<file path="src/rtl/mem_arbiter.sv">
// mem_arbiter: burst-limited round-robin arbiter sharing one 1-cycle-latency memory among NumPorts requesters
module mem_arbiter #(
  parameter int NumPorts = 2,
  parameter int Width    = 32,
  parameter int Aw       = 15,
  parameter int MaxBurst = 4
) (
  input  logic                      clk_i,
  input  logic                      rst_ni,
  input  logic [NumPorts-1:0]       req_valid_i,
  output logic [NumPorts-1:0]       req_ready_o,
  input  logic [NumPorts-1:0]       req_write_i,
  input  logic [NumPorts*Aw-1:0]    req_addr_i,
  input  logic [NumPorts*Width-1:0] req_wdata_i,
  input  logic [NumPorts*Width-1:0] req_wmask_i,
  output logic [NumPorts-1:0]       rsp_valid_o,
  output logic [Width-1:0]          rsp_rdata_o,
  output logic                      mem_req_o,
  output logic                      mem_write_o,
  output logic [Aw-1:0]             mem_addr_o,
  output logic [Width-1:0]          mem_wdata_o,
  output logic [Width-1:0]          mem_wmask_o,
  input  logic [Width-1:0]          mem_rdata_i
);
  localparam int Pw = $clog2(NumPorts);
  localparam logic [3:0] MaxB = 4'(MaxBurst);
  logic [Pw-1:0] owner_q, owner_d, rsp_port_q, gnt_idx;
  logic [3:0] burst_q, burst_d;
  logic rsp_vld_q, rsp_write_q, gnt;
  always_comb begin
    gnt = |req_valid_i;
    gnt_idx = owner_q;
    for (int i = NumPorts; i >= 1; i--)
      if (req_valid_i[(int'(owner_q) + i) % NumPorts]) gnt_idx = Pw'((int'(owner_q) + i) % NumPorts);
    if (req_valid_i[owner_q] && burst_q < MaxB) gnt_idx = owner_q;
  end
  assign req_ready_o = gnt ? (NumPorts'(1) << gnt_idx) : '0;
  assign mem_req_o   = gnt;
  assign mem_write_o = gnt & req_write_i[gnt_idx];
  assign mem_addr_o  = gnt ? req_addr_i[int'(gnt_idx)*Aw +: Aw] : '0;
  assign mem_wdata_o = gnt ? req_wdata_i[int'(gnt_idx)*Width +: Width] : '0;
  assign mem_wmask_o = gnt ? req_wmask_i[int'(gnt_idx)*Width +: Width] : '0;
  assign owner_d = gnt ? gnt_idx : owner_q;
  assign burst_d = !gnt ? 4'd0 : gnt_idx != owner_q ? 4'd1 : burst_q == 4'hf ? 4'hf : burst_q + 4'd1;
  assign rsp_valid_o = rsp_vld_q ? (NumPorts'(1) << rsp_port_q) : '0;
  assign rsp_rdata_o = (rsp_vld_q & ~rsp_write_q) ? mem_rdata_i : '0;
  always_ff @(posedge clk_i or negedge rst_ni) begin
    if (!rst_ni) begin
      owner_q     <= '0;
      burst_q     <= '0;
      rsp_vld_q   <= 1'b0;
      rsp_port_q  <= '0;
      rsp_write_q <= 1'b0;
    end else begin
      owner_q     <= owner_d;
      burst_q     <= burst_d;
      rsp_vld_q   <= gnt;
      rsp_port_q  <= gnt ? gnt_idx : rsp_port_q;
      rsp_write_q <= gnt ? mem_write_o : rsp_write_q;
    end
  end
endmodule

</file>
<file path="config.mk">
export PLATFORM = sky130hd
export DESIGN_NAME = mem_arbiter
export DESIGN_NICKNAME = d
export VERILOG_FILES = /design/src/rtl/mem_arbiter.sv
export SDC_FILE = /design/constraint.sdc
export NUM_CORES = 1
export LEC_CHECK = 0
export BUFFER_PORTS_ARGS = -buffer_cell sky130_fd_sc_hd__buf_2
export CAP_MARGIN = 5
export CELL_PAD_IN_SITES_DETAIL_PLACEMENT = 0
export CELL_PAD_IN_SITES_GLOBAL_PLACEMENT = 1
export CORE_AREA = 4 4 119 121
export CTS_CLUSTER_DIAMETER = 40
export DETAILED_ROUTE_END_ITERATION = 10
export DIE_AREA = 0 0 123 125
export HOLD_SLACK_MARGIN = 0.08
export PLACE_DENSITY = 0.7
export SETUP_SLACK_MARGIN = 0.2
export SLEW_MARGIN = 20
export SYNTH_ARGS = -nofsm -noshare
export SYNTH_HDL_FRONTEND = slang
export SYNTH_SLANG_ARGS = --single-unit
</file>
<file path="constraint.sdc">
create_clock -name clk_i -period 3.75 [get_ports clk_i]
set_input_delay 0.5625 -clock clk_i [delete_from_list [all_inputs] [get_ports clk_i]]
set_output_delay 0.5625 -clock clk_i [all_outputs]
set_load 0.02 [all_outputs]
</file>
==> impl_metrics.py <==
metrics = {
    "route": {
        "vias_per_cell": 4.23,
        "firstDrtPassIters": 4,
        "dr_wl_met3_um": 1020,
        "ant_nets": 0,
        "wl_per_cell_um": 15.4,
        "wl_met1_um": 3490,
        "highest_layer": "met4",
        "drtIter0Drc": 86,
        "drc": 0,
        "wl_met2_um": 5420,
        "vias": 2758,
        "totalWireLength_um": 10000,
    },
    "yosys": {
        "synth_area_um2": 1520,
        "yosys-top-cells-area": "a22o_1, and2_1, dfrtp_1",
        "yosys_warnings": 0,
        "synth_cell_type_count": 31,
        "synth_top_area_share_pct": 46.2,
        "yosysSeqAreaShare_pct": 11.6,
        "synth_common_cells": "a22o_1, and2_1, buf_6",
        "yosysTopAreaCell": "a22o_1",
        "syn-num-nets": 375,
        "synth_edf_count": 0,
        "syn_area_per_cell_um2": 8.52,
        "async_reset_ff_share_pct": 100,
        "synth_top_flop_cell": "dfrtp_1",
        "synth_seq_cells": 7,
        "synth.most_common_cell": "a22o_1",
        "synthCells": 178,
    },
    "setup_path": {
        "critPathMaxFanout": 71,
        "r2r_end": "rsp_write_q",
        "cp.arrival_ns": 2.32,
        "end_kind": "primary output",
        "required_ns": 3.19,
        "crit_start": "rsp_port_q",
        "start_kind": "flip-flop",
        "crit_type": "reg2out",
        "crit_end": "mem_wmask_o[10]",
        "reg2reg_setup_slack_ns": 2.39,
        "crit-reg2reg-launch": "rsp_port_q",
        "rr_worst_depth": 3,
    },
    "global_route": {
        "grt_overflow": 0,
        "grt_usage_pct": 11.3,
        "grt_pass1_vias": 2856,
        "grt_max_degree": 72,
        "antenna_found_initial": 1,
        "grt_first_pass_wirelength_um": 14100,
    },
    "clocking": {
        "cts_buffers": 3,
        "clockBufferDepth": 2,
        "cts_tree": "yes",
        "holdBufCountCts": 0,
        "path_clk_slew_ns": 0.04,
        "root_buffer": "clkbuf_16",
        "cts.sinks": 7,
        "ctsHtreeMaxLevel": 1,
        "postCtsSetupBuffers": 0,
        "worstSkewPairLatency_ns": 0.23,
        "cts.repair.resized": 0,
    },
    "worst_hold_path": {
        "hold_path_class": "in2async",
    },
    "finish": {
        "drive_above_1_share_pct": 68.4,
        "area_growth_pct": 115,
        "stdcell_count": 652,
        "nFillCells": 1457,
        "final_nets": 673,
    },
    "pwr": {
        "netSwitchingFraction_pct": 48.9,
        "clockPowerShare_pct": 16.0,
        "pwr-share-seq_pct": 9.5,
        "p_int_uw": 584,
        "p_comb_share_pct": 74.6,
        "powerDensity_nw_per_um2": 351,
        "peakVddDrop_mv": 0.272,
        "power_switching_uw": 559,
        "leakagePower_uw": 0.00195,
    },
    "timing": {
        "setup_ws_ns": 0.867,
        "finalHoldViolCount": 0,
        "max_freq_mhz": 347,
        "finalSetupTns_ns": 0,
        "fin_hold_ws_ns": 0.157,
        "finalClockSkew_ns": 0.000240,
        "setup_viol": 0,
        "tightest_slew_ns": 0.534,
        "rsz0062_at_grt": "no",
        "slew_violations": 0,
        "max_slew_margin_pct": 64.4,
        "layout_min_cycle_time_ns": 2.88,
        "finalCritPeriodShare_pct": 76.9,
    },
    "die": {
        "fp-row-count": 42,
        "die_h_um": 125,
        "fp.coreArea_um2": 13100,
        "die_area_um2": 15400,
        "ios": 313,
        "die_x_um": 123,
        "start_util_pct": 11.6,
    },
    "place": {
        "place_congestion": 0.840,
        "dp.cells": 647,
        "portBuffers": 312,
        "dp_slack_ns": 1.09,
        "dp_hpwl_um": 8720,
    },
    "status": {
        "run_status": "finished, final reports clean",
    },
    "flow_run": {
        "cap_violations": 0,
    },
}
placed cells by master (no fill, tap or decap), types with 2 or more instances in the layout:
cell	netlist	routed
buf_2	7	312
a22o_1	80	80
and2_1	35	35
dfrtp_1	7	7
nor2b_1	3	3
nor2_1	3	3
clkbuf_16	0	3
nand2_1	2	2
nor3_1	2	2
inv_1	2	2
nand3_1	2	2
o211ai_1	2	2
a31oi_1	2	2
buf_12	0	2
routing by layer:
layer / vias up / global-route usage, %
met1: 1272 / 11.0
met3: 6 / 1.90
met4: 0 / 2.67
met2: 177 / 23.7
met5: - / 0
li1: 1303 / -
kinds of logic (layout without fill, tap and decap cells):
family          after synthesis  in the layout  share of synthesized area, %
flops                         7              7                          11.6
buf+inv                      24            321                          12.2
compound gates               93             93                          53.9
simple gates                 53             53                          21.5
other cells                   0              1                             0
fa+ha+maj                     1              1                         0.825
power groups by stage:
stage               clock network (uW)  registers, uW  logic, uW
floorplan                            0            101        569
global placement                     0            108        851
detailed placement                   0            110        859
CTS                                187            108        862
global route                       193            111        920
finish                             182            109        852
flip-flops by register name (all words and copies together), names as in the netlist:
name         cells
burst_q          4
rsp_port_q       1
rsp_vld_q        1
rsp_write_q      1
layout make-up:
cell class / instances / area (um^2) / area share (%)
inverter: 2 / 7.51 / 0.231
multi-input combinational: 147 / 1160 / 35.7
clock buffer: 4 / 78.8 / 2.42
tap: 176 / 220 / 6.76
timing repair buffer: 315 / 1610 / 49.4
sequential: 7 / 175 / 5.38
antenna: 1 / 2.50 / 0.0768
critical path: stages, from the launching register on:
cell and delay [ns]:
dfrtp_1 0.45, or3_4 0.44, a31oi_4 0.40, buf_12 0.30, a22o_1 0.23, buf_2 0.18
worst min path at each step:
| stage | start | to | cells past startpoint |
|---|---|---|---|
| floorplan | rst_ni | burst_q[0] | 0 |
| global placement | rst_ni | burst_q[0] | 1 |
| detailed placement | rst_ni | burst_q[2] | 1 |
| CTS | rst_ni | rsp_port_q | 1 |
| global route | rst_ni | rsp_port_q | 1 |
| finish | rst_ni | burst_q[1] | 1 |
per-stage QoR:
step | utilization, % | area (um^2) | total power, uW
2_1_floorplan | - | 1520 | 670
3_3_place_gp | 24.3 | 3180 | 960
3_5_place_dp | 24.3 | 3180 | 969
4_1_cts | 24.9 | 3250 | 1160
5_1_grt | 24.9 | 3260 | 1220
6_report | 24.9 | 3260 | 1140
(Power assumes the default switching activity.)
